### src/rtl/tmds_decoder.sv
// ---------------------------------------------------------------------------
// tmds_decoder
//
// Receive-side TMDS channel decoder with symbol word alignment.
// Each pixel_clk delivers one deserialized 10-bit symbol. The symbol is
// classified as a control token or a video data word, then decoded into the
// pixel byte, the two control bits and the active-video flag.
//
// A word-alignment FSM watches the control tokens of the blanking periods.
// While it sees none, it requests one-bit boundary shifts from the
// deserializer. A long enough run of tokens declares lock, and a long token
// drought while locked drops it again.
//
// Ports
//   pixel_clk     symbol clock, one symbol per rising edge
//   n_rst         asynchronous active-low reset
//   data_in       deserialized TMDS symbol, bit 0 transmitted first
//   data_out      decoded pixel byte (held through control periods)
//   d_0, d_1      decoded control bits (held through video periods)
//   active_video  1 = data_out is a video word, 0 = control period
//   bitslip       one-cycle request for a one-bit boundary shift
//   locked        symbol alignment achieved
//
// Latency: 2 cycles from data_in to data_out / d_0 / d_1 / active_video.
// ---------------------------------------------------------------------------
module tmds_decoder #(
  parameter int unsigned CTL_RUN    = 8,
  parameter int unsigned SEARCH_WIN = 1024,
  parameter int unsigned SLIP_WAIT  = 4,
  parameter int unsigned LOSS_WIN   = 4096
) (
  input  logic       pixel_clk,
  input  logic       n_rst,
  input  logic [9:0] data_in,
  output logic [7:0] data_out,
  output logic       d_0,
  output logic       d_1,
  output logic       active_video,
  output logic       bitslip,
  output logic       locked
);

  // The gap counter serves both SEARCH and LOCKED, so it is sized for the
  // larger of the two windows.
  localparam int unsigned GAP_LIM = (SEARCH_WIN > LOSS_WIN) ? SEARCH_WIN : LOSS_WIN;
  localparam int unsigned RUN_W   = $clog2(CTL_RUN) + 1;
  localparam int unsigned GAP_W   = $clog2(GAP_LIM) + 1;
  localparam int unsigned SLIP_W  = $clog2(SLIP_WAIT) + 1;

  localparam logic [RUN_W-1:0]  RUN_LIM    = RUN_W'(CTL_RUN);
  localparam logic [GAP_W-1:0]  SEARCH_LIM = GAP_W'(SEARCH_WIN);
  localparam logic [GAP_W-1:0]  LOSS_LIM   = GAP_W'(LOSS_WIN);
  localparam logic [SLIP_W-1:0] SLIP_LAST  = SLIP_W'(SLIP_WAIT - 1);

  localparam logic [9:0] TOK_00 = 10'b1101010100;
  localparam logic [9:0] TOK_01 = 10'b0010101011;
  localparam logic [9:0] TOK_10 = 10'b0101010100;
  localparam logic [9:0] TOK_11 = 10'b1010101011;

  typedef enum logic [1:0] {
    ST_SEARCH,
    ST_SLIP,
    ST_LOCKED
  } state_t;

  // -------------------------------------------------------------------------
  // Stage 1: capture symbol and its classification
  // -------------------------------------------------------------------------
  logic       in_ctl;
  logic [9:0] s1_word;
  logic       s1_ctl;
  logic       s1_valid;

  always_comb begin
    in_ctl = (data_in == TOK_00) || (data_in == TOK_01) ||
             (data_in == TOK_10) || (data_in == TOK_11);
  end

  // s1_valid keeps the reset contents of stage 1 from being treated as a
  // received symbol by the decoder or the alignment counters.
  always_ff @(posedge pixel_clk or negedge n_rst) begin
    if (!n_rst) begin
      s1_word  <= '0;
      s1_ctl   <= 1'b0;
      s1_valid <= 1'b0;
    end else begin
      s1_word  <= data_in;
      s1_ctl   <= in_ctl;
      s1_valid <= 1'b1;
    end
  end

  // -------------------------------------------------------------------------
  // Stage 2: decode
  // -------------------------------------------------------------------------
  logic [1:0] s1_code;
  logic [7:0] q;
  logic [7:0] dec;

  always_comb begin
    case (s1_word)
      TOK_01:  s1_code = 2'b01;
      TOK_10:  s1_code = 2'b10;
      TOK_11:  s1_code = 2'b11;
      default: s1_code = 2'b00;
    endcase
  end

  // Undo the optional inversion (bit 9), then undo the XOR/XNOR chain.
  // Bit 8 selects XOR (1) or XNOR (0), so XNOR is XOR with all-ones.
  always_comb begin
    q   = s1_word[9] ? ~s1_word[7:0] : s1_word[7:0];
    dec = {(q[7:1] ^ q[6:0]) ^ {7{~s1_word[8]}}, q[0]};
  end

  always_ff @(posedge pixel_clk or negedge n_rst) begin
    if (!n_rst) begin
      data_out     <= '0;
      d_0          <= 1'b0;
      d_1          <= 1'b0;
      active_video <= 1'b0;
    end else if (s1_valid) begin
      if (s1_ctl) begin
        active_video <= 1'b0;
        d_1          <= s1_code[1];
        d_0          <= s1_code[0];
      end else begin
        active_video <= 1'b1;
        data_out     <= dec;
      end
    end
  end

  // -------------------------------------------------------------------------
  // Word-alignment FSM (runs on the stage-1 classification)
  // -------------------------------------------------------------------------
  state_t            state;
  logic [RUN_W-1:0]  ctl_run;
  logic [GAP_W-1:0]  gap;
  logic [SLIP_W-1:0] slip_cnt;
  logic [RUN_W-1:0]  run_inc;
  logic [GAP_W-1:0]  gap_inc;

  // Saturating increments: the counters never wrap.
  always_comb begin
    run_inc = (ctl_run == '1) ? ctl_run : ctl_run + RUN_W'(1);
    gap_inc = (gap == '1) ? gap : gap + GAP_W'(1);
  end

  always_ff @(posedge pixel_clk or negedge n_rst) begin
    if (!n_rst) begin
      state    <= ST_SEARCH;
      ctl_run  <= '0;
      gap      <= '0;
      slip_cnt <= '0;
      bitslip  <= 1'b0;
      locked   <= 1'b0;
    end else begin
      bitslip <= 1'b0;
      case (state)
        ST_SEARCH: begin
          if (s1_valid) begin
            // A token clears gap and a data word clears ctl_run, so the lock
            // and slip conditions are tested on exclusive branches; lock is
            // still checked first so it always takes priority.
            if (s1_ctl) begin
              gap <= '0;
              if (run_inc == RUN_LIM) begin
                state   <= ST_LOCKED;
                locked  <= 1'b1;
                ctl_run <= '0;
              end else begin
                ctl_run <= run_inc;
              end
            end else begin
              ctl_run <= '0;
              if (gap_inc == SEARCH_LIM) begin
                state    <= ST_SLIP;
                bitslip  <= 1'b1;
                gap      <= '0;
                slip_cnt <= '0;
              end else begin
                gap <= gap_inc;
              end
            end
          end
        end

        ST_SLIP: begin
          // Symbols arriving while the deserializer settles are ignored.
          if (slip_cnt == SLIP_LAST) begin
            state    <= ST_SEARCH;
            slip_cnt <= '0;
            ctl_run  <= '0;
            gap      <= '0;
          end else begin
            slip_cnt <= slip_cnt + SLIP_W'(1);
          end
        end

        ST_LOCKED: begin
          if (s1_ctl) begin
            gap <= '0;
          end else if (gap_inc == LOSS_LIM) begin
            state   <= ST_SEARCH;
            locked  <= 1'b0;
            gap     <= '0;
            ctl_run <= '0;
          end else begin
            gap <= gap_inc;
          end
        end

        default: begin
          state   <= ST_SEARCH;
          locked  <= 1'b0;
          ctl_run <= '0;
          gap     <= '0;
        end
      endcase
    end
  end

endmodule

### config.mk
export PLATFORM = sky130hd
export DESIGN_NAME = tmds_decoder
export DESIGN_NICKNAME = d
export VERILOG_FILES = /design/src/rtl/tmds_decoder.sv
export SDC_FILE = /design/constraint.sdc
export NUM_CORES = 1
export LEC_CHECK = 0
export CAP_MARGIN = 20
export CELL_PAD_IN_SITES_DETAIL_PLACEMENT = 1
export CELL_PAD_IN_SITES_GLOBAL_PLACEMENT = 1
export CORE_ASPECT_RATIO = 0.75
export CORE_MARGIN = 8
export CORE_UTILIZATION = 50
export CTS_BUF_LIST = sky130_fd_sc_hd__clkbuf_8
export CTS_CLUSTER_SIZE = 16
export DETAILED_ROUTE_END_ITERATION = 7
export PLACE_DENSITY = 0.95
export SLEW_MARGIN = 5
export SYNTH_ARGS = -nofsm -noshare
export SYNTH_HDL_FRONTEND = slang
export SYNTH_SLANG_ARGS = --single-unit
### constraint.sdc
create_clock -name pixel_clk -period 6.4 [get_ports pixel_clk]
set_clock_uncertainty 0.1 [all_clocks]
set_input_delay 1.28 -clock pixel_clk [delete_from_list [all_inputs] [get_ports pixel_clk]]
set_output_delay 1.28 -clock pixel_clk [all_outputs]
set_load 0.05 [all_outputs]
==> flow_metrics.tcl, run 1 <==
set metrics [dict create \
    powerDensity_nw_per_um2 222.9 \
    grt_max_degree 48 \
    antenna_found_initial 0 \
    cap_viol_max_count 0 \
    route.vias.total 2340 \
    tightest_slew_ps 1026 \
    fin_crit_ps 3615 \
    crit_type "reg2reg" \
    clkSlewWorstSetupHoldPaths_ps 100 \
    regArea_sq_um 1176 \
    io_pins 25 \
    n_fill_cell 602 \
    htreeDepth 2 \
    first_pass_iters 4 \
    placed_area_sq_um 2920 \
    post_synth.cell_area_avg_sq_um 9.748 \
    postRouteAntennaNets 0 \
    initial_core_util_pct 50.81 \
    hold_viol 0 \
    insertion_delay_ps 310 \
    final-setup-viol-count 0 \
    rsz0062_at_grt "no" \
    cp_data_required_time_ps 6510 \
    hp-class "reg2reg" \
    grt.total_usage_pct 19.69 \
    place.gp.congestion 0.9388 \
    finalInstanceArea_sq_um 3037 \
    cts_resized 0 \
    syn_area_sq_um 2661 \
    slew_violations 0 \
    outcome "finished, final reports clean" \
    drc 0 \
    yosys_warnings 0 \
    synthFlopType "dfrtp_1" \
    cts_hold_buf 0 \
    drt_iter0_drc 195 \
    worst-r2r-setup-slack_ps 2780 \
    p_total_mw 0.6770 \
    synth_enable_flop_cells 0 \
    wl_per_cell_um 20.76 \
    core_area_sq_um 5238 \
    syn-num-nets 288 \
    cts_buffers 5 \
    netlist_instances 273 \
    postLayoutCoreUtil_pct 57.98 \
    ys_seq_area_share_pct 44.19 \
    postCtsSetupBuffers 0 \
    root_buffer "clkbuf_8" \
    critPathCaptureType "flip-flop" \
    wl_um 7578 \
    multi_input_area_sq_um 1385 \
    post_drt_via_cell_ratio 6.411 \
    async_flop_share_pct 100.0 \
    max-vdd-ir-drop_v 0.0001181 \
    grt_pass1_wl_um 12530 \
    clockBufferDepth 2 \
    cts_tree "built" \
    nets 304 \
    hpwl_um 5358 \
    portBuffers 24 \
    startpoint_type "flip-flop" \
    grt_pass1_vias 2364 \
    tns_ps 0 \
    max-slew-margin-rel_pct 31.33 \
    fin_crit_sh_pct 56.49 \
    antennaDiodeCount 0 \
    drive_above_1_share_pct 6.207 \
    die_w_um 100.2 \
    clock-sinks 47 \
    dieArea_sq_um 7937 \
    yosys_register_bits 47 \
    worstPathArrival_ps 3720 \
    syn2layout_area_growth_pct 14.10 \
    core.rowCount 23 \
    critPathMaxFanout 13 \
    p_leak_nw 1.197 \
    die_h_um 79.18 \
    max_clock_freq_ghz 0.2766 \
    grt-ovfl-total 0 \
    synth.distinct_cells 62 \
]
==> layout by cell type, fill, tap and decap left out, drive strengths merged, types with 3 or more instances in the layout <==
| master | n |
|---|---|
| a41oi | 8 |
| o41ai | 3 |
| buf | 3 |
| inv | 8 |
| nor2b | 4 |
| a21o | 3 |
| and3 | 3 |
| clkdlybuf4s50 | 23 |
| o2111ai | 4 |
| nand3 | 14 |
| nor4bb | 3 |
| ha | 3 |
| a211oi | 3 |
| clkbuf | 5 |
| a21oi | 13 |
| nand2 | 25 |
| and4 | 4 |
| nand4 | 15 |
| xnor2 | 13 |
| a22o | 3 |
| nor3 | 7 |
| o21bai | 3 |
| nor2 | 11 |
| nand2b | 3 |
| o21ai | 16 |
| dfrtp | 47 |
==> cells in the mapped netlist (4+ instances only) <==
cell type / number / share of area [%]
o21ai_0: 16 / 3.0
inv_1: 6 / 0.85
nor2b_1: 4 / 0.94
nand2_1: 25 / 3.5
xnor2_1: 13 / 4.3
dfrtp_1: 47 / 44
buf_2: 5 / 0.94
nand3_1: 14 / 2.6
and4_1: 4 / 1.3
a41oi_1: 7 / 2.3
a21oi_1: 13 / 2.4
nor3_1: 7 / 1.3
clkbuf_1: 10 / 1.4
nor2_1: 11 / 1.6
nand4_1: 15 / 3.5
==> critical path, stage by stage, from the launching register on <==
cell,delay (ps)
dfrtp_1,520
ha_1,340
and4_1,390
o2111ai_2,200
a222oi_1,620
nand4_1,630
and3_4,450
a32o_1,260
==> per-stage QoR <==
stage / hold WS, ps / std cells / worst slack [ps]
after detailed placement: 369.2 / 356 / 2899
after global placement: 363.6 / 356 / 3091
after floorplan: 358.2 / 273 / 3751
after global routing: 412.4 / 365 / 2617
final: 383.8 / 365 / 2785
after CTS: 391.3 / 364 / 2850
==> layer usage <==
| metal | wire (um) | vias to the layer above | track usage, % |
|---|---|---|---|
| met3 | 357 | 12 | 3.406 |
| li1 | - | 1081 | - |
| met1 | 3537 | 1186 | 26.93 |
| met2 | 3566 | 61 | 30.74 |
| met5 | 0 | - | 0 |
| met4 | 118 | 0 | 6.917 |
==> power breakdown <==
part | internal, mW | switching [mW]
Combinational | 0.0557 | 0.0869
Sequential | 0.315 | 0.0260
Clock | 0.0811 | 0.113
==> layout make-up <==
type	instances	area share, %
clock inverters	3	0.9065
multi-input cells	203	45.61
clock buffers	5	2.266
repair buffers	26	8.653
flip-flops and latches	47	38.73
well taps	75	3.090
inverters	6	0.7417
==> final timing paths <==
check                                        start                       to  depth (start not counted)
hold reg to reg            data_out[4]$_DFFE_PN0P_  data_out[4]$_DFFE_PN0P_                          2
hold / removal             data_out[4]$_DFFE_PN0P_  data_out[4]$_DFFE_PN0P_                          2
setup reg to reg                gap[0]$_DFFE_PN0P_       gap[6]$_DFFE_PN0P_                          7
max in group asynchronous                    n_rst  data_out[4]$_DFFE_PN0P_                          2
setup / recovery                gap[0]$_DFFE_PN0P_       gap[6]$_DFFE_PN0P_                          7
min in group asynchronous                    n_rst       gap[2]$_DFFE_PN0P_                          1
==> registers in the layout, indices dropped and copies added, names as in the netlist, 2 cells and up <==
register,flops
data_out,8
ctl_run,4
gap,13
s1_word,10
state,2
slip_cnt,3
==> cell families after synthesis <==
kind of cell    Yosys count  share of synthesized area [%]
compound gates           81                          23.46
xor+xnor                 13                          4.278
simple gates            102                          21.58
flops                    47                          44.19
other cells               1                         0.1409
mux                       3                          1.175
buf+inv                  23                          3.761
fa+ha+maj                 3                          1.411
No activity file was read; power rests on OpenSTA's default activity.
==> run 2, diff against run 1 <==
--- a/config.mk
+++ b/config.mk
@@ -10,11 +10,11 @@
 export CELL_PAD_IN_SITES_GLOBAL_PLACEMENT = 1
 export CORE_ASPECT_RATIO = 0.75
 export CORE_MARGIN = 8
-export CORE_UTILIZATION = 50
+export CORE_UTILIZATION = 46
 export CTS_BUF_LIST = sky130_fd_sc_hd__clkbuf_8
 export CTS_CLUSTER_SIZE = 16
 export DETAILED_ROUTE_END_ITERATION = 7
-export PLACE_DENSITY = 0.95
+export PLACE_DENSITY = 0.89
 export SLEW_MARGIN = 5
 export SYNTH_ARGS = -nofsm -noshare
 export SYNTH_HDL_FRONTEND = slang
==> constraint.sdc (replaced) <==
create_clock -name pixel_clk -period 3.54 [get_ports pixel_clk]
set_clock_uncertainty 0.1 [all_clocks]
set_input_delay 0.708 -clock pixel_clk [delete_from_list [all_inputs] [get_ports pixel_clk]]
set_output_delay 0.708 -clock pixel_clk [all_outputs]
set_load 0.05 [all_outputs]
==> run 2 against run 1 <==
  * Power is 84% higher
  * Die area is 7.1% higher
  * Design area is 1.5% higher
  * Critical path depth stayed put
  * First-iteration DRC count is 36% lower
  * Sequential power is 81% higher
  * Non-clock buffer count is 4 higher
  * Global-route usage is 0.70 points lower
  * Clock power is 88% higher
  * Critical endpoint unchanged
==> flow_metrics.tcl, run 2 (synthesis results as in run 1) <==
set metrics [dict create \
    worstReg2RegEnd "gap[6]$_DFFE_PN0P_" \
    critPathMaxFanout 15 \
    cap_viol_max_count 0 \
    critPathCaptureType "flip-flop" \
    power.share.switching_pct 34.25 \
    clock-sinks 47 \
    crit_type "reg2reg" \
    cp_data_required_time_ps 3650 \
    drt_iter0_drc 125 \
    place.gp.congestion 0.9392 \
    worstPathArrival_ps 3440 \
    powerDensity_nw_per_um2 403.2 \
    io_pins 25 \
    r2r_cells 7 \
    cts_buffers 5 \
    insertion_delay_ps 320 \
    clockBufferDepth 2 \
    max-slew-margin-rel_pct 47.60 \
    worst-r2r-setup-slack_ps 210 \
    max_clock_freq_ghz 0.3007 \
    r2r-start "gap[0]$_DFFE_PN0P_" \
    cts_hold_buf 0 \
    route.vias.total 2365 \
    first_pass_iters 4 \
    slowest_stage "a222oi_1" \
    slew_violations 0 \
    pwr-share-seq_pct 49.6 \
    wl_per_cell_um 21.34 \
    power.share.combinational_pct 21.1 \
    postRouteAntennaNets 0 \
    crit_chain "ha_1 > and4_1 > o2111ai_2 > a222oi_1 > a41oi_4 > and3_4 > a32o_1" \
    n_fill_cell 642 \
    die_w_um 103.8 \
    clkSlewWorstSetupHoldPaths_ps 100 \
    cts_tree "built" \
    wl_um 7939 \
    max-vdd-ir-drop_v 0.0002083 \
    reg_top3 "gap: 13 flops, s1_word: 10 flops, data_out: 8 flops" \
    post_drt_via_cell_ratio 6.358 \
    grt_pass1_wl_um 12920 \
    final-setup-viol-count 0 \
    htreeDepth 2 \
    internal_power_mw 0.8171 \
    startpoint_type "flip-flop" \
    final_common_cell "dfrtp_1" \
    p_switching_mw 0.4256 \
    largest_register "gap" \
    die_h_um 81.87 \
    largest_reg_flops 13 \
    antenna_found_initial 0 \
    grt.total_usage_pct 18.99 \
    initial_core_util_pct 46.64 \
    syn2layout_area_growth_pct 15.80 \
    portBuffers 24 \
    grt-ovfl-total 0 \
    root_buffer "clkbuf_8" \
    hp-class "in2async" \
    outcome "finished, final reports clean" \
    grt_max_degree 48 \
    postLayoutCoreUtil_pct 54.01 \
    holdWs_ps 131.3 \
    layout_common_cells "dfrtp_1 (47), nand2_1 (25), clkdlybuf4s50_1 (23), o21ai_0 (16), nand4_1 (15)" \
    power_frac_clock_pct 29.3 \
    fin_crit_sh_pct 93.95 \
    antennaDiodeCount 0 \
    fin_crit_ps 3326 \
    grt_pass1_vias 2391 \
    core.rowCount 24 \
    core_area_sq_um 5705 \
    hpwl_um 5766 \
    drc 0 \
    drive_above_1_share_pct 7.483 \
    critPathMaxStageDelay_ps 720 \
    p_leak_nw 1.216 \
    hold_viol 0 \
    tightest_slew_ps 777.7 \
    tns_ps 0 \
    dieArea_sq_um 8501 \
    rsz0062_at_grt "no" \
    nets 308 \
]
## run 2: cell count changes in the layout (fill, tap and decap cells not counted), sizes merged
cell / change
buf: +4
## run 2: worst max-delay path by stage
stage / slack, ps / cells past startpoint / endpoint / startpoint
2_1_floorplan: 890 / 8 / gap[0]$_DFFE_PN0P_ / gap[0]$_DFFE_PN0P_
3_3_place_gp: 440 / 7 / gap[6]$_DFFE_PN0P_ / gap[0]$_DFFE_PN0P_
3_5_place_dp: 240 / 7 / gap[6]$_DFFE_PN0P_ / gap[0]$_DFFE_PN0P_
4_1_cts: 190 / 7 / gap[6]$_DFFE_PN0P_ / gap[0]$_DFFE_PN0P_
5_1_grt: 20 / 7 / ctl_run[1]$_DFFE_PN0P_ / gap[0]$_DFFE_PN0P_
6_report: 210 / 7 / gap[6]$_DFFE_PN0P_ / gap[0]$_DFFE_PN0P_
## run 2: worst max-delay path: cells and delay by family, from the launching register on
family,cells,cell delay (ps)
AOI/OAI and AO/OA,4,1600
adders and majority gates,1,330
DFF,1,500
and+or+nand+nor,2,690
## run 2: layout make-up
| class | instances | area [sq um] | area share, % |
|---|---|---|---|
| Clock buffer | 5 | 68.82 | 2.233 |
| Clock inverter | 3 | 27.53 | 0.8932 |
| Inverter | 6 | 22.52 | 0.7308 |
| Multi-Input combinational cell | 203 | 1396 | 45.31 |
| Sequential cell | 47 | 1176 | 38.16 |
| Tap cell | 78 | 97.59 | 3.167 |
| Timing Repair Buffer | 30 | 292.8 | 9.501 |
## run 2: routing by layer
layer	vias to the layer above	wire length (um)	track usage (%)
met2	54	3676	30.78
met1	1203	3832	25.98
met4	0	63	5.324
li1	1099	-	-
met5	-	0	0
met3	9	367	3.135
## run 2: power by group through the flow
| stage | sequential [mW] | combinational [mW] | clock [mW] |
|---|---|---|---|
| global placement | 0.622 | 0.246 | 0 |
| floorplan | 0.657 | 0.128 | 0 |
| finish | 0.617 | 0.262 | 0.364 |
| detailed placement | 0.625 | 0.254 | 0 |
| CTS | 0.615 | 0.256 | 0.366 |
| global route | 0.623 | 0.284 | 0.387 |
## run 2: through the flow
stage | instance area, sq um | setup WS, ps | std cells | power, mW
6_report | 3082 | 214.1 | 372 | 1.243
2_1_floorplan | 2661 | 891.2 | 273 | 0.7844
3_5_place_dp | 2954 | 237.0 | 363 | 0.8787
3_3_place_gp | 2954 | 442.0 | 363 | 0.8681
5_1_grt | 3082 | 17.07 | 372 | 1.294
4_1_cts | 3050 | 187.5 | 371 | 1.237
## run 2: repair_timing
action,CTS,global route
setup buffers,0,0
gates resized for setup,0,1
endpoints found under the setup margin,0,3
==> run 3, diff against run 2 <==
--- a/config.mk
+++ b/config.mk
@@ -14,6 +14,7 @@
 export CTS_BUF_LIST = sky130_fd_sc_hd__clkbuf_8
 export CTS_CLUSTER_SIZE = 16
 export DETAILED_ROUTE_END_ITERATION = 7
+export GPL_TIMING_DRIVEN = 1
 export PLACE_DENSITY = 0.89
 export SLEW_MARGIN = 5
 export SYNTH_ARGS = -nofsm -noshare
==> results of run 3 <==
Same layout as run 2: the final DEF is identical, and so are final timing and power.
